File: config.mk
export PLATFORM = sky130hd
export DESIGN_NAME = io_uart_tx
export DESIGN_NICKNAME = d
export VERILOG_FILES = /design/src/rtl/io_uart_tx.sv
export SDC_FILE = /design/constraint.sdc
export NUM_CORES = 1
export LEC_CHECK = 0
export CAP_MARGIN = 20
export CORE_ASPECT_RATIO = 0.7
export CORE_UTILIZATION = 26
export DETAILED_ROUTE_END_ITERATION = 8
export HOLD_SLACK_MARGIN = 0.08
export PLACE_DENSITY_LB_ADDON = 0.15
export SLEW_MARGIN = 0
export SYNTH_ARGS = -nofsm -noshare
export SYNTH_HDL_FRONTEND = slang
export SYNTH_SLANG_ARGS = --single-unit
File: constraint.sdc
create_clock -name clk -period 5 [get_ports clk]
set_input_delay 0.75 -clock clk [delete_from_list [all_inputs] [get_ports clk]]
set_output_delay 0.75 -clock clk [all_outputs]
set_load 0.02 [all_outputs]
File: src/rtl/io_uart_tx.sv
// Memory-mapped 8N1 UART transmitter: core stores fill a byte FIFO that is
// serialized on uart_txd; a combinational status word lets firmware poll for space.
module io_uart_tx #(
   parameter int CLK_FREQ_HZ = 50000000,
   parameter int BAUD        = 115200,
   parameter int FIFO_DEPTH  = 8
) (
   input  logic        clk,
   input  logic        resetn,
   input  logic [31:0] IO_mem_addr,
   input  logic [31:0] IO_mem_wdata,
   input  logic        IO_mem_wr,
   output logic [31:0] IO_mem_rdata,
   output logic        uart_txd,
   output logic        tx_busy
);
   localparam int DIV = CLK_FREQ_HZ / BAUD;
   localparam int AW  = $clog2(FIFO_DEPTH);
   localparam int CW  = $clog2(DIV);
   localparam logic [CW-1:0] CNT_LAST = CW'(DIV - 1);

   typedef enum logic [1:0] {
      S_IDLE  = 2'd0,
      S_START = 2'd1,
      S_DATA  = 2'd2,
      S_STOP  = 2'd3
   } state_t;

   state_t        r_state, w_state_n;
   logic [CW-1:0] r_cnt, w_cnt_n;
   logic [2:0]    r_bit, w_bit_n;
   logic [7:0]    r_shift, w_shift_n;
   logic          r_txd, w_txd_n;
   logic [AW:0]   r_wptr, r_rptr, w_level;
   logic [7:0]    r_mem [FIFO_DEPTH];
   logic          r_ovf;
   logic [13:0]   w_wa;
   logic [7:0]    w_head, w_level8;
   logic          w_sel_data, w_sel_stat, w_empty, w_full, w_pop, w_push;
   logic          w_ovf_set, w_ovf_clr, w_bit_end, w_unused;

   assign w_wa       = IO_mem_addr[15:2];
   assign w_sel_data = w_wa[1];
   assign w_sel_stat = w_wa[2];
   assign w_unused   = ^{IO_mem_addr[31:16], IO_mem_addr[1:0], w_wa[13:3], w_wa[0],
                         IO_mem_wdata[31:8]};

   // Extra pointer MSB distinguishes full from empty when the low bits match.
   assign w_empty   = (r_wptr == r_rptr);
   assign w_full    = (r_wptr[AW] != r_rptr[AW]) && (r_wptr[AW-1:0] == r_rptr[AW-1:0]);
   assign w_level   = r_wptr - r_rptr;
   assign w_level8  = 8'(w_level);
   assign w_head    = r_mem[r_rptr[AW-1:0]];
   assign w_push    = IO_mem_wr && w_sel_data && (!w_full || w_pop);
   assign w_ovf_set = IO_mem_wr && w_sel_data && w_full && !w_pop;
   assign w_ovf_clr = IO_mem_wr && w_sel_stat && IO_mem_wdata[2];
   assign w_bit_end = (r_cnt == CNT_LAST);

   assign tx_busy  = !w_empty || (r_state != S_IDLE);
   assign uart_txd = r_txd;

   // Status read mux; all other addresses read as zero.
   always_comb begin
      IO_mem_rdata = 32'd0;
      if (w_sel_stat) begin
         IO_mem_rdata = {20'd0, w_level8, w_empty, r_ovf, tx_busy, w_full};
      end else begin
         IO_mem_rdata = 32'd0;
      end
   end

   // FIFO storage write port.
   always_ff @(posedge clk) begin
      if (w_push) begin
         r_mem[r_wptr[AW-1:0]] <= IO_mem_wdata[7:0];
      end
   end

   // Transmit FSM next-state, baud counter, shifter and line level.
   always_comb begin
      w_state_n = r_state;
      w_cnt_n   = r_cnt + 1'b1;
      w_bit_n   = r_bit;
      w_shift_n = r_shift;
      w_txd_n   = r_txd;
      w_pop     = 1'b0;
      case (r_state)
         S_IDLE: begin
            w_cnt_n = '0;
            if (!w_empty) begin
               w_pop     = 1'b1;
               w_shift_n = w_head;
               w_state_n = S_START;
               w_txd_n   = 1'b0;
            end else begin
               w_txd_n = 1'b1;
            end
         end
         S_START: begin
            if (w_bit_end) begin
               w_state_n = S_DATA;
               w_cnt_n   = '0;
               w_bit_n   = 3'd0;
               w_txd_n   = r_shift[0];
            end else begin
               w_state_n = S_START;
            end
         end
         S_DATA: begin
            if (w_bit_end) begin
               w_cnt_n   = '0;
               w_shift_n = {1'b0, r_shift[7:1]};
               if (r_bit == 3'd7) begin
                  w_state_n = S_STOP;
                  w_txd_n   = 1'b1;
               end else begin
                  w_bit_n = r_bit + 3'd1;
                  w_txd_n = r_shift[1];
               end
            end else begin
               w_state_n = S_DATA;
            end
         end
         S_STOP: begin
            if (w_bit_end) begin
               w_cnt_n = '0;
               // Back-to-back frames: reload straight into START with no idle bit.
               if (!w_empty) begin
                  w_pop     = 1'b1;
                  w_shift_n = w_head;
                  w_state_n = S_START;
                  w_txd_n   = 1'b0;
               end else begin
                  w_state_n = S_IDLE;
                  w_txd_n   = 1'b1;
               end
            end else begin
               w_state_n = S_STOP;
            end
         end
         default: begin
            w_state_n = S_IDLE;
            w_cnt_n   = '0;
            w_txd_n   = 1'b1;
         end
      endcase
   end

   // State, pointer and overflow registers; overflow set wins over clear.
   always_ff @(posedge clk or negedge resetn) begin
      if (!resetn) begin
         r_state <= S_IDLE;
         r_cnt   <= '0;
         r_bit   <= 3'd0;
         r_shift <= 8'd0;
         r_txd   <= 1'b1;
         r_wptr  <= '0;
         r_rptr  <= '0;
         r_ovf   <= 1'b0;
      end else begin
         r_state <= w_state_n;
         r_cnt   <= w_cnt_n;
         r_bit   <= w_bit_n;
         r_shift <= w_shift_n;
         r_txd   <= w_txd_n;
         if (w_push) r_wptr <= r_wptr + 1'b1;
         if (w_pop)  r_rptr <= r_rptr + 1'b1;
         if (w_ovf_set)      r_ovf <= 1'b1;
         else if (w_ovf_clr) r_ovf <= 1'b0;
      end
   end
endmodule

==> metrics.csv, run 1 <==
stage,metric,value,unit
logic_synthesis,top post-synthesis cells by area,"edfxtp_1 (42%), dfrtp_1 (17%), mux4_2 (5.4%), buf_4 (3.9%), ha_1 (3.8%)",
cts,CTS tree,built,
logic_synthesis,top post-synthesis cells by count,"edfxtp_1 (64), dfrtp_1 (31), buf_4 (24)",
die,IO Pins,101,
logic_synthesis,Cells after Synth,323,
logic_synthesis,"Warnings, synthesis",0,
setup_path,critical path's slowest cell,dfrtp_1,
die,Core Area,17300,sq um
sta,Clock Skew,8.51,ps
logic_synthesis,Yosys top cell area share,41.5,%
logic_synthesis,async set or reset register ratio after synthesis,33.3,%
hold_path,worst hold path class,flip-flop to flip-flop,
sta,Fin Setup TNS,0,ps
detailed_routing,drt wl/cell,16.8,microns
grt,initial antenna violation count,0,
detailed_routing,average vias per placed instance,4.46,
sta,part of the cycle the worst path needs,73.0,%
layout,synthesis-to-layout area growth,15.5,%
logic_synthesis,Yosys cell types,50,
cts,clock slew at reported path FFs,70,ps
logic_synthesis,Mapped Area,4630,sq um
setup_path,crit-path cells,ha_1 > nand3_1 > nor3_1 > inv_1 > and2_1 > clkdlybuf4s50_1,
placed_design,I/O Buffers,22,
detailed_routing,DRC Markers,0,
cts,CTS resizes,0,
layout,Final Net Count,434,
logic_synthesis,Main synth FF type,edfxtp_1,
setup_path,Critical Path End Type,output port,
detailed_routing,initial drt markers,118,
layout,n_diodes,0,
sta,FMAX,274,MHz
power,Power Dens Cells,433,nW/um^2
setup_path,"Largest delay share family, worst path",simple AND/OR/NAND/NOR gates,
die,Starting Density,26.8,%
cts,clock latency on the worst-skew pair,350,ps
placed_design,dpl ws,1660,ps
cts,CTS Root Cell,clkbuf_16,
grt,gr usage total,11.7,%
sta,Final Hold Fails,0,
logic_synthesis,"EDFF count, synth",64,
logic_synthesis,top-count cell post-synth,edfxtp_1,
layout,Reg area,2720,sq um
logic_synthesis,Syn Area/Cell,14.3,sq um
layout,share of cells above drive strength 1,15.1,%
detailed_routing,"antenna viol nets, final",0,
sta,Worst slew margin,54.0,%
layout,Post-Route Utilization,31.0,%
detailed_routing,Post-Route WL,9880,microns
cts,H-tree levels,3,
grt,largest net degree at the start of global routing,33,
sta,Least-Margin Pin Slew,690,ps
grt,grt total ovfl,0,
outcome,status,"finished, final reports clean",
sta,slack of the critical path,1350,ps
sta,# setup viols final,0,
logic_synthesis,register area share after synthesis,58.8,%
cts,clk buf depth,2,
detailed_routing,Pre-antenna DRT Iters,4,
setup_path,Worst EP required,4250,ps
die,die area,18400,sq um
logic_synthesis,Synth Register Bits,96,
setup_path,Worst Path Arrival,2900,ps
flow_run,Max Cap Viol,0,
die,die width,161,microns
layout,fillers,1733,
setup_path,crit-path max cell delay,640,ps
setup_path,crit path kind,flip-flop to output port,
cts,post-CTS setup buffers,0,
die,Rows,40,
cts,Sink Count,96,
placed_design,gp weighted congestion,0.699,
power,Max rail drop VDD,0.161,mV
detailed_routing,vias post-DR,2621,
sta,"Slew Viols, Final",0,
grt,vias in the first global route,2645,
setup_path,Crit Path Max Fanout,13,
cts,cts bufs inserted,9,
logic_synthesis,leading area contributor after synthesis,edfxtp_1,
sta,Tmin final,3650,ps
layout,area of the multi-input gates,1700,sq um
grt,first-pass GRT wire length,15800,microns
sta,RSZ-0062 raised after global routing,no,
placed_design,post-detail-place hpwl,6810,microns
setup_path,critical path startpoint category,flip-flop,
power,LEAKAGE,1.98,nW
setup_path,Buf/Inv on CP,2,
die,Die Ht,114,microns
cts,Hold Buf Count CTS,0,
## power breakdown
part	leakage [nW]	switching (mW)	internal [mW]	total, mW
Combinational	0.844	0.295	0.225	0.520
Clock	0.154	0.318	0.398	0.717
Sequential	0.980	0.102	0.978	1.08
## stage by stage
step | instance area, sq um | hold WS [ps] | total power [mW] | cells
after floorplan | 4720 | 441 | 1.44 | 346
after detailed placement | 5030 | 473 | 1.62 | 572
after global placement | 5030 | 473 | 1.61 | 572
after global routing | 5350 | 510 | 2.46 | 588
final | 5350 | 496 | 2.32 | 588
after CTS | 5350 | 493 | 2.35 | 588
## worst reg2reg max path, cell delays in order, from the launching register on
cell and delay, ps:
dfrtp_1 790, ha_1 390, and3_1 280, o211a_1 230, a21oi_4 270, and4_1 590
## cell usage in the layout (no fill, tap or decap), types with 10 or more instances in the layout
cell              n
clkdlybuf4s50_1  22
conb_1           24
dfrtp_1          31
edfxtp_1         64
ha_1             14
inv_1            13
mux2_2           10
mux4_2           11
nand2_1          10
nand3_1          10
nor2_1           13
o21ai_0          18
## area by class of cell
type / count / area share, %
clock buffer: 9 / 4.21
tap: 231 / 5.41
sequential: 96 / 50.9
inverter: 13 / 0.913
multi-input combinational: 203 / 31.8
clock inverter: 7 / 1.64
timing repair buffer: 29 / 5.10
## final timing paths
path	from	end	slack, ps	cells after the start
setup / recovery	r_rptr[0]$_DFFE_PN0N_	IO_mem_rdata[1]	1350	6
hold / removal	r_cnt[0]$_DFF_PN0_	r_cnt[0]$_DFF_PN0_	500	1
setup reg to reg	r_rptr[0]$_DFFE_PN0N_	r_mem[5][3]$_DFFE_PP_	2090	5
hold reg to reg	r_cnt[0]$_DFF_PN0_	r_cnt[0]$_DFF_PN0_	500	1
max in group asynchronous	resetn	uart_txd$_DFFE_PN1P_	3840	2
min in group asynchronous	resetn	r_cnt[7]$_DFF_PN0_	820	2
## cells by family (layout without fill, tap and decap cells)
group / after synthesis / in the layout / synth area share, %
flops: 96 / 96 / 58.8
other cells: 1 / 24 / 0.0810
xor+xnor: 14 / 14 / 2.81
mux: 35 / 35 / 12.6
buf+inv: 47 / 58 / 6.59
fa+ha+maj: 15 / 15 / 4.22
compound gates: 48 / 48 / 6.73
simple gates: 67 / 67 / 8.16
## per-layer routing
metal	global-route usage, %	wire [microns]	up-vias
li1	-	-	1230
met1	18.2	5200	1316
met2	15.8	4140	67
met3	2.95	454	8
met4	3.21	87	0
met5	0	0	-
## state kept, by name (all words and copies together), names as in the netlist
register  count
r_bit         3
uart_txd      1
r_ovf         1
r_mem        64
r_shift       8
r_rptr        4
r_cnt         9
r_state       2
r_wptr        4
Power figures use the tool's default switching activity.
==> run 2: changes to the inputs <==
clock period = 3.8 ns   (was 5 ns; I/O delays follow)
==> run 2 against run 1 <==
Compared with the run above: non-clock buffer count grew 1; global-route usage is essentially flat; clock skew shrank 1.9 ps; clock power grew 32%; die area is the same.
==> metrics.csv, run 2 (synthesis gave the netlist of run 1 again) <==
stage,metric,value,unit,change
cts,Sink Count,96,,unchanged
placed_design,Cells after DPL,573,,was 572
grt,initial antenna violation count,0,,unchanged
setup_path,Worst Path Arrival,2670,ps,was 2900 ps
grt,largest net degree at the start of global routing,21,,was 33
setup_path,crit-path max cell delay,530,ps,was 640 ps
sta,Tmin final,3240,ps,
die,Core Area,17300,sq um,unchanged
cts,CTS resizes,0,,unchanged
placed_design,dpl ws,884,ps,was 1660 ps
layout,Final Net Count,435,,was 434
flow_run,Max Cap Viol,0,,unchanged
sta,tightest hold margin,491,ps,was 496 ps
setup_path,Crit Path Max Fanout,6,,was 13
detailed_routing,drt wl/cell,16.8,microns,about the same
sta,Final Hold Fails,0,,unchanged
placed_design,gp weighted congestion,0.690,,was 0.699
sta,Clock Skew,6.58,ps,was 8.51 ps
power,LEAKAGE,1.98,nW,about the same
setup_path,reg2reg setup slack,1120,ps,was 2090 ps
layout,"commonest non-fill, non-tap cell in the layout",edfxtp_1,,unchanged
setup_path,critical path's slowest cell,clkdlybuf4s50_1,,was dfrtp_1
die,IO Pins,101,,unchanged
sta,Worst slew margin,49.1,%,was 54.0%
setup_path,Buf/Inv on CP,3,,was 2
detailed_routing,initial drt markers,181,,was 118
setup_path,reg2reg end,r_mem[0][2]$_DFFE_PP_,,was r_mem[5][3]$_DFFE_PP_
layout,n_diodes,0,,unchanged
setup_path,CP endpoint,IO_mem_rdata[1],,unchanged
sta,FMAX,309,MHz,
sta,slack of the critical path,560,ps,was 1350 ps
setup_path,Stages on worst setup path,7,,was 6
setup_path,reg2reg start,r_state[1]$_DFFE_PN0P_,,was r_rptr[0]$_DFFE_PN0N_
die,Starting Density,26.8,%,unchanged
cts,post-CTS setup buffers,0,,unchanged
cts,clock latency on the worst-skew pair,340,ps,was 350 ps
layout,number of flip-flops in the largest register,64,,unchanged
setup_path,Worst EP required,3230,ps,was 4250 ps
setup_path,"Largest delay share family, worst path",buffers and inverters,,was simple AND/OR/NAND/NOR gates
detailed_routing,Post-Route WL,9920,microns,was 9880 microns
cts,CTS tree,built,,unchanged
power,Power Dens Cells,570,nW/um^2,was 433 nW/um^2
grt,grt total ovfl,0,,unchanged
sta,Least-Margin Pin Slew,761,ps,was 690 ps
detailed_routing,"antenna viol nets, final",0,,unchanged
setup_path,crit-path most repeated cell,inv_1,,
setup_path,crit path kind,flip-flop to output port,,unchanged
sta,RSZ-0062 raised after global routing,no,,unchanged
detailed_routing,Pre-antenna DRT Iters,4,,unchanged
setup_path,worst reg2reg path depth,5,,unchanged
layout,synthesis-to-layout area growth,15.6,%,was 15.5%
grt,gr usage total,11.7,%,about the same
placed_design,I/O Buffers,22,,unchanged
detailed_routing,DRC Markers,0,,unchanged
layout,"commonest non-fill, non-tap cells in the layout","edfxtp_1 (64), dfrtp_1 (31), conb_1 (24)",,unchanged
power,Max rail drop VDD,0.297,mV,was 0.161 mV
sta,"Slew Viols, Final",0,,unchanged
cts,H-tree levels,3,,unchanged
sta,Fin Setup TNS,0,ps,unchanged
cts,clk buf depth,2,,unchanged
setup_path,crit path from,r_wptr[0]$_DFFE_PN0P_,,was r_rptr[0]$_DFFE_PN0N_
cts,CTS Root Cell,clkbuf_16,,unchanged
cts,cts bufs inserted,9,,unchanged
detailed_routing,vias post-DR,2638,,was 2621
layout,share of cells above drive strength 1,15.4,%,was 15.1%
hold_path,worst hold path class,flip-flop to flip-flop,,unchanged
outcome,status,"finished, final reports clean",,unchanged
sta,# setup viols final,0,,unchanged
sta,part of the cycle the worst path needs,85.3,%,
layout,Post-Route Utilization,31.0,%,about the same
power,total design power,3.05,mW,was 2.32 mW
grt,first-pass GRT wire length,15700,microns,was 15800 microns
cts,clock slew at reported path FFs,70,ps,about the same
setup_path,Critical Path End Type,output port,,unchanged
die,Die Ht,114,microns,unchanged
setup_path,crit-path cells,inv_1 > ha_1 > nand3_1 > nor3_1 > inv_1 > and2_1 > clkdlybuf4s50_1,,was ha_1 > nand3_1 > nor3_1 > inv_1 > and2_1 > clkdlybuf4s50_1
die,Rows,40,,unchanged
layout,Layout Cells excl Fill,589,,was 588
grt,vias in the first global route,2611,,was 2645
die,die area,18400,sq um,unchanged
placed_design,placement-stage cell area,5040,sq um,was 5030 sq um
die,die width,161,microns,unchanged
setup_path,critical path startpoint category,flip-flop,,unchanged
layout,post-route design area,5350,sq um,about the same
detailed_routing,average vias per placed instance,4.48,,was 4.46
placed_design,post-detail-place hpwl,6810,microns,about the same
cts,Hold Buf Count CTS,0,,unchanged
-- run 2: cell types whose count changed in the layout (fill, tap and decap cells not counted) --
cell and change:
inv_6 +1, buf_4 +1, clkinv_4 -2, clkinvlp_4 +1
-- run 2: worst reg2reg max path, cell delays in order (launching register included) --
cell and delay (ps):
dfrtp_1 430, inv_1 110, ha_1 360, nand4b_1 430, a21oi_4 370, and3_1 620
-- run 2: where the power goes --
group,internal [mW],switching [mW],leakage (nW)
Combinational,0.298,0.395,0.849
Sequential,1.29,0.126,0.980
Clock,0.524,0.421,0.150
-- run 2: final cells by class --
cell class	instances	area, sq um
clock inverters	7	86.3
well taps	231	289
clock buffers	9	225
inverters	13	48.8
flip-flops and latches	96	2720
fillers	1723	11900
repair buffers	30	280
multi-input cells	203	1700
-- run 2: worst min-delay path by stage --
| stage | from | endpoint | slack, ps | cells after the start |
|---|---|---|---|---|
| after floorplan | resetn | r_bit[0]$_DFFE_PN0P_ | 270 | 0 |
| after global placement | r_ovf$_DFFE_PN0P_ | r_ovf$_DFFE_PN0P_ | 470 | 2 |
| after detailed placement | r_ovf$_DFFE_PN0P_ | r_ovf$_DFFE_PN0P_ | 480 | 2 |
| after CTS | r_cnt[0]$_DFF_PN0_ | r_cnt[0]$_DFF_PN0_ | 500 | 1 |
| after global routing | r_cnt[0]$_DFF_PN0_ | r_cnt[0]$_DFF_PN0_ | 530 | 1 |
| final | r_cnt[0]$_DFF_PN0_ | r_cnt[0]$_DFF_PN0_ | 490 | 1 |
-- run 2: metal layers --
layer  wire, microns  part of all wire [%]  GRT usage [%]
met1            5350                    54           17.8
met2            4080                    41           16.3
met3             392                   4.0           2.87
met4             100                   1.0           3.21
met5               0                     0              0
==> run 3: changes to the inputs <==
CAP_MARGIN = default   (was 20)
==> results of run 3 <==
Same layout as run 2: the final DEF is identical, and so are final timing and power.
